===== src/rtl/stopwatch_counter_if.sv =====
`default_nettype none
// ============================================================================
// Module      : stopwatch_counter_if
// Description : Control pulses in, BCD digits and run flag out.
// Revision    : 1.0 - initial release
// ============================================================================
interface stopwatch_counter_if;
    logic       tick_1hz;
    logic       tick_adj;
    logic       pause;
    logic       adj;
    logic       sel;
    logic [4:0] min_l;
    logic [4:0] min_r;
    logic [4:0] sec_l;
    logic [4:0] sec_r;
    logic       running;

    modport master (
        output tick_1hz, tick_adj, pause, adj, sel,
        input  min_l, min_r, sec_l, sec_r, running
    );

    modport slave (
        input  tick_1hz, tick_adj, pause, adj, sel,
        output min_l, min_r, sec_l, sec_r, running
    );
endinterface
`default_nettype wire


===== src/rtl/stopwatch_counter.sv =====
`default_nettype none
// ============================================================================
// Module      : stopwatch_counter
// Description : MM:SS BCD stopwatch core with run/pause and field adjust.
// Revision    : 1.0 - initial release
// ============================================================================
module stopwatch_counter #(
    parameter int MIN_LIMIT = 99
) (
    input  wire logic          clk,
    input  wire logic          rst,
    stopwatch_counter_if.slave bus
);

    localparam logic [3:0] c_LIM_TENS = 4'(MIN_LIMIT / 10);
    localparam logic [3:0] c_LIM_ONES = 4'(MIN_LIMIT % 10);

    logic       running_q, running_d;
    logic [3:0] min_l_q, min_l_d;
    logic [3:0] min_r_q, min_r_d;
    logic [3:0] sec_l_q, sec_l_d;
    logic [3:0] sec_r_q, sec_r_d;

    logic [3:0] w_sec_r_inc, w_sec_l_inc, w_min_r_inc, w_min_l_inc;
    logic       w_sec_r_wrap, w_sec_l_wrap, w_min_r_wrap, w_min_at_limit;
    logic       w_sec_step, w_min_step;

    // Per-digit incrementers; ">=" also sends any non-BCD value back to 0.
    always_comb begin
        w_sec_r_wrap   = (sec_r_q >= 4'd9);
        w_sec_r_inc    = w_sec_r_wrap ? 4'd0 : sec_r_q + 4'd1;
        w_sec_l_wrap   = (sec_l_q >= 4'd5);
        w_sec_l_inc    = w_sec_l_wrap ? 4'd0 : sec_l_q + 4'd1;
        w_min_r_wrap   = (min_r_q >= 4'd9);
        w_min_r_inc    = w_min_r_wrap ? 4'd0 : min_r_q + 4'd1;
        w_min_l_inc    = (min_l_q >= 4'd9) ? 4'd0 : min_l_q + 4'd1;
        w_min_at_limit = (min_l_q == c_LIM_TENS) && (min_r_q == c_LIM_ONES);
    end

    always_comb begin
        w_sec_step = 1'b0;
        w_min_step = 1'b0;
        if (bus.adj) begin
            if (bus.tick_adj) begin
                w_sec_step = bus.sel;
                w_min_step = ~bus.sel;
            end
        end else if (running_q && bus.tick_1hz) begin
            w_sec_step = 1'b1;
            w_min_step = w_sec_r_wrap && w_sec_l_wrap;
        end

        sec_r_d = w_sec_step ? w_sec_r_inc : sec_r_q;
        sec_l_d = (w_sec_step && w_sec_r_wrap) ? w_sec_l_inc : sec_l_q;

        min_r_d = min_r_q;
        min_l_d = min_l_q;
        if (w_min_step) begin
            if (w_min_at_limit) begin
                min_r_d = 4'd0;
                min_l_d = 4'd0;
            end else begin
                min_r_d = w_min_r_inc;
                min_l_d = w_min_r_wrap ? w_min_l_inc : min_l_q;
            end
        end

        // Ticks above see the pre-toggle run flag.
        running_d = running_q ^ bus.pause;
    end

    always_ff @(posedge clk) begin
        if (rst) begin
            running_q <= 1'b0;
            min_l_q   <= 4'd0;
            min_r_q   <= 4'd0;
            sec_l_q   <= 4'd0;
            sec_r_q   <= 4'd0;
        end else begin
            running_q <= running_d;
            min_l_q   <= min_l_d;
            min_r_q   <= min_r_d;
            sec_l_q   <= sec_l_d;
            sec_r_q   <= sec_r_d;
        end
    end

    assign bus.min_l   = {1'b0, min_l_q};
    assign bus.min_r   = {1'b0, min_r_q};
    assign bus.sec_l   = {1'b0, sec_l_q};
    assign bus.sec_r   = {1'b0, sec_r_q};
    assign bus.running = running_q;

endmodule
`default_nettype wire


===== src/flat_wrapper.sv =====
// flat-port wrapper written by rule: the top's interface ports become plain ports
module stopwatch_counter_flat 
#(
    parameter int MIN_LIMIT = 99
)
  (clk, rst, bus_tick_1hz, bus_tick_adj, bus_pause, bus_adj, bus_sel, bus_min_l, bus_min_r, bus_sec_l, bus_sec_r, bus_running);
  stopwatch_counter_if bus_i ();
  input  wire logic clk;
  input  wire logic rst;
  input wire logic [$bits(bus_i.tick_1hz)-1:0] bus_tick_1hz;
  input wire logic [$bits(bus_i.tick_adj)-1:0] bus_tick_adj;
  input wire logic [$bits(bus_i.pause)-1:0] bus_pause;
  input wire logic [$bits(bus_i.adj)-1:0] bus_adj;
  input wire logic [$bits(bus_i.sel)-1:0] bus_sel;
  output wire logic [$bits(bus_i.min_l)-1:0] bus_min_l;
  output wire logic [$bits(bus_i.min_r)-1:0] bus_min_r;
  output wire logic [$bits(bus_i.sec_l)-1:0] bus_sec_l;
  output wire logic [$bits(bus_i.sec_r)-1:0] bus_sec_r;
  output wire logic [$bits(bus_i.running)-1:0] bus_running;
  assign bus_i.tick_1hz = bus_tick_1hz;
  assign bus_i.tick_adj = bus_tick_adj;
  assign bus_i.pause = bus_pause;
  assign bus_i.adj = bus_adj;
  assign bus_i.sel = bus_sel;
  assign bus_min_l = bus_i.min_l;
  assign bus_min_r = bus_i.min_r;
  assign bus_sec_l = bus_i.sec_l;
  assign bus_sec_r = bus_i.sec_r;
  assign bus_running = bus_i.running;
  stopwatch_counter #(.MIN_LIMIT(MIN_LIMIT)) u_core (.clk(clk), .rst(rst), .bus(bus_i));
endmodule

===== config.mk =====
export PLATFORM = sky130hd
export DESIGN_NAME = stopwatch_counter_flat
export DESIGN_NICKNAME = d
export VERILOG_FILES = /design/src/rtl/stopwatch_counter_if.sv /design/src/rtl/stopwatch_counter.sv /design/src/flat_wrapper.sv
export SDC_FILE = /design/constraint.sdc
export NUM_CORES = 1
export LEC_CHECK = 0
export CELL_PAD_IN_SITES_DETAIL_PLACEMENT = 0
export CELL_PAD_IN_SITES_GLOBAL_PLACEMENT = 1
export CORE_MARGIN = 2
export CORE_UTILIZATION = 29
export CTS_CLUSTER_DIAMETER = 30
export DETAILED_ROUTE_END_ITERATION = 12
export PLACE_DENSITY_LB_ADDON = 0.1
export REMOVE_ABC_BUFFERS = 1
export SLEW_MARGIN = 5
export SYNTH_ARGS = -nofsm -noshare
export SYNTH_HDL_FRONTEND = slang
export SYNTH_SLANG_ARGS = --single-unit

===== constraint.sdc =====
create_clock -name clk -period 3.8 [get_ports clk]
set_clock_uncertainty 0.1 [all_clocks]
set_input_delay 0.38 -clock clk [delete_from_list [all_inputs] [get_ports clk]]
set_output_delay 0.38 -clock clk [all_outputs]
set_load 0.02 [all_outputs]

---- Word-level counts from Yosys, hierarchy flattened ----
Index checks and enable logic that the tools add are counted.
storage, ports and cells
  word-level logic and storage cells ...... 36
  output and inout bits ................... 21
  register bits after elaboration ......... 17
  bits of input ports ..................... 7
cells by class
  magnitude comparators ................... 4
  equal/unequal tests ..................... 2
  multiplexer cells ....................... 13
  reduce and logical (&&, ||, !) cells .... 6
  bitwise operators ....................... 2
  add/sub/neg operators ................... 4
operator list
  operator                                             number
  2-to-1 mux 4 bit                                     7
  adder 4 x 1 -> 4 bit, second input constant          4
  >= comparator 4 bit, second input constant           3
  == test 4 bit, second input constant                 2
  2-to-1 mux 1 bit                                     6
  >= comparator 4 x 3 -> 1 bit, second input constant  1
  logical AND 1 bit                                    4
  AND reduction 2 bit                                  1
  nonzero test 2 bit                                   1
  inverter 1 bit                                       1
  bitwise XOR 1 bit                                    1

---- Depth between registers and ports, before layout ----
  word-level depth ........................ 5
  mapped depth ............................ 7
  gate-level depth less buffers ........... 7

---- Worst setup path before layout ----
No wires, ideal clock.
  path type ............................... register -> register
  start ................................... register u_core.sec_l_q[0]
  end ..................................... register u_core.min_l_q[1]
  stages on the path, launching flop included .. 8
  slack ................................... 1,659 ps
  arrival ................................. 1,971 ps
  setup time .............................. 70 ps
  period minus slack after synthesis ...... 2,141 ps
  required time ........................... 3,630 ps
  cells stage by stage .................... dfxtp_1 > inv_1 > ha_1 > nand2b_1 > a21oi_1 > o32a_4 > or4b_1 > a21oi_1
on the way
  word-level cells in the longest chain between the ends .. 5
ends and longest elaborated chain
  what                           line                     RTL
  from (decl)                    stopwatch_counter.sv:21  logic [3:0] sec_l_q, sec_l_d;
  from (signal assigned)         stopwatch_counter.sv:83  sec_l_q <= sec_l_d;
  >= comparator 4 x 3 -> 1 bit   stopwatch_counter.sv:32  w_sec_l_wrap = (sec_l_q >= 4'd5);
  logical AND 1 bit              stopwatch_counter.sv:50  w_min_step = w_sec_r_wrap && w_sec_l_wrap;
  2-to-1 mux 1 bit               stopwatch_counter.sv:48  end else if (running_q && bus.tick_1hz) begin
  2-to-1 mux 1 bit               stopwatch_counter.sv:43  if (bus.adj) begin
  AND reduction 2 bit (no line)  n/a
  to (signal assigned)           stopwatch_counter.sv:81  min_l_q <= min_l_d;
  to (decl)                      stopwatch_counter.sv:19  logic [3:0] min_l_q, min_l_d;
No other way between the ends.
A chain may end at the register's enable or synchronous reset.

---- Worst setup path after layout ----
  start ................................... register u_core.sec_l_q[0]
  end ..................................... register u_core.min_l_q[2]
The elaborated chain is that of the path after synthesis.

==> impl_metrics.json <==
{
  "critical-path-max-stage-delay_ns": 0.78,
  "endpoint_kind": "flip-flop",
  "finalPower_mw": 0.362,
  "crit_family": "compound AO/OA/AOI/OAI gates",
  "grt_pass1_vias": 907,
  "cts.sinks": 17,
  "cts_tree": "yes",
  "ys_types": 38,
  "fp.dieH_um": 64.6,
  "clk_pin_slew_ns": 0.07,
  "antenna_found_initial": 0,
  "overflow": 0,
  "cp.arrival_ns": 2.42,
  "cts_max_path_buffers": 2,
  "synth_area_per_cell_um2": 8.58,
  "rows": 22,
  "worstPathCellList": "inv_1 > ha_1 > nand2b_1 > a21oi_1 > o32ai_1 > a41oi_1 > a31oi_1",
  "wire_per_inst_um": 11.9,
  "worstSetupPathType": "reg2reg",
  "synth_edf_count": 0,
  "drt_wl_total_mm": 2.32,
  "power_density_mw_per_mm2": 265,
  "status": "complete, no violations",
  "synthMuxAreaShare": 0.00941,
  "yosys.area_share.xor_xnor": 0.00824,
  "synth_cells": 124,
  "cts_setup_buffers": 0,
  "die-area_mm2": 0.00417,
  "post-route-util": 0.379,
  "coreArea_mm2": 0.00361,
  "cp_max_fo": 7,
  "clock.fmax_ghz": 0.425,
  "initial_core_util": 0.295,
  "gp_congestion": 0.744,
  "start_kind": "flip-flop",
  "critical_path.slowest_cell": "o32ai_1",
  "fillers": 378,
  "drt_iter0_drc": 48,
  "synthSimpleGateAreaFrac": 0.248,
  "synth_flop_cell": "dfxtp_1",
  "leakagePower_nw": 0.496,
  "post_dp_cell_area_mm2": 0.00132,
  "hold_viol": 0,
  "die_w_um": 64.6,
  "vias_per_cell": 4.85,
  "grt_use_met3": 0.0208,
  "tns_ns": 0,
  "area_delta_synth_final_pct": 28.4,
  "grt_pass1_wl_mm": 4.09,
  "dpl.hpwl_mm": 1.67,
  "drv_cap": 0,
  "grt_util_met2": 0.210,
  "cts_buffers": 3,
  "htreeDepth": 1,
  "design_area_mm2": 0.00137,
  "synth_compound_area_frac": 0.195,
  "finalCritPeriodShare": 0.619,
  "antenna_cells": 0,
  "synth_area_mm2": 0.00106,
  "worst_slew_pin_slew_ns": 0.883,
  "ys_warn_count": 0,
  "async_reset_ff_frac": 0,
  "drive_above_1_share": 0.0612,
  "firstDrtPassIters": 4,
  "register_area_um2": 340,
  "ir_drop_mv": 0.0775,
  "io_buffers": 23,
  "grt_max_degree": 18,
  "antenna_left": 0,
  "vias": 946,
  "cts_hold_buf": 0,
  "rrSetupSlack_ns": 1.45,
  "multiInputGateArea_um2": 656,
  "finalSetupViolations": 0,
  "rsz0062_at_grt": "no",
  "synth_top_family_by_area": "simple AND/OR/NAND/NOR gates",
  "synth-adder-area-share": 0.141,
  "cp.required_ns": 3.86,
  "root_buffer": "clkbuf_8",
  "hold_class": "reg2reg",
  "ioPinCount": 28,
  "final_nets": 167,
  "top_usage_layer": "met2",
  "crit_buf_inv": 1,
  "period_needed_ns": 2.35,
  "drc": 0,
  "relSlewSlack": 0.409,
  "drv_slew": 0,
  "yosysSeqAreaShare": 0.320,
  "cts_resized": 0,
  "synth-seq-cells": 17,
  "grt_usage": 0.123,
  "clock_latency_ns": 0.25,
  "met1_usage": 0.156
}
[cells in the final DEF, fill, tap and decap left out, types with 2 or more instances in the layout]
master | Yosys | routed
clkbuf_8 | 0 | 3
a31oi_1 | 2 | 2
o21ai_0 | 7 | 7
ha_1 | 12 | 12
clkdlybuf4s50_1 | 0 | 23
conb_1 | 1 | 4
a21oi_1 | 13 | 13
nand3_1 | 7 | 7
nand3b_1 | 2 | 2
nand2_1 | 8 | 8
nor2b_1 | 2 | 2
nor3b_1 | 3 | 3
inv_1 | 9 | 9
nand4b_1 | 2 | 2
nand2b_1 | 2 | 2
nor2_1 | 9 | 9
dfxtp_1 | 17 | 17
[power breakdown]
group          leakage, nW  switching (mW)  internal, mW  total (mW)
sequential           0.137         0.00429         0.181       0.185
combinational        0.336          0.0229        0.0181      0.0410
clock               0.0228          0.0613        0.0743       0.136
[sequential cells by signal, summed over array words and instances (netlist names)]
register,count
u_core.bus.running,1
u_core.min_l_q,4
u_core.min_r_q,4
u_core.sec_l_q,4
u_core.sec_r_q,4
[cell families (layout without fill, tap and decap cells)]
kind of cell | count (synthesis) | after routing
flip-flops | 17 | 17
buffers and inverters | 16 | 36
adder cells (fa/ha/maj) | 12 | 12
multiplexers | 1 | 1
AO/OA/AOI/OAI | 31 | 31
AND/OR/NAND/NOR | 45 | 45
other | 1 | 4
XOR/XNOR | 1 | 1
[worst register-to-register path, delay by kind of cell (launching register included)]
kind,cells,cell delay [ns]
compound gates,4,1.39
flops,1,0.42
simple gates,1,0.06
buf+inv,1,0.09
fa+ha+maj,1,0.20
[stage by stage]
stage | setup WS, ns | instances | hold slack (ns)
6_report | 1.45 | 195 | 0.409
5_1_grt | 1.23 | 195 | 0.432
4_1_cts | 1.45 | 195 | 0.409
3_5_place_dp | 1.39 | 191 | 0.400
3_3_place_gp | 1.46 | 191 | 0.398
2_1_floorplan | 1.66 | 120 | 0.349
[routing by layer]
metal / wire (um) / share of wire
met5: 0 / 0
met4: 18 / 0.0078
met3: 72 / 0.031
met2: 1130 / 0.49
met1: 1100 / 0.47
[cell usage after synthesis, drive strengths merged, types with 2 or more instances]
cell type  number  area share
nor2            9       0.032
nand2           8       0.028
nor2b           2       0.012
inv             9       0.032
nand4b          2       0.016
buf             5       0.035
dfxtp          17        0.32
or3             2       0.013
a21oi          13       0.061
nand3b          3       0.033
nor3b           3       0.021
nand3           7       0.033
clkbuf          2      0.0071
o21ai           7       0.033
nand2b          2       0.012
ha             12        0.14
a31oi           2       0.012
[layout make-up]
class	instances	share of cell area
timing repair buffer	23	0.169
inverter	9	0.0247
sequential	17	0.249
tap	48	0.0440
multi-input combinational	94	0.480
clock buffer	4	0.0330
[worst paths after layout]
check / start / end / cells past startpoint
setup / recovery: u_core.sec_l_q[0] / u_core.min_l_q[2] / 7
setup reg to reg: u_core.sec_l_q[0] / u_core.min_l_q[2] / 7
hold reg to reg: u_core.sec_l_q[1] / u_core.sec_l_q[1] / 2
hold / removal: u_core.sec_l_q[1] / u_core.sec_l_q[1] / 2
(Power assumes the default switching activity.)
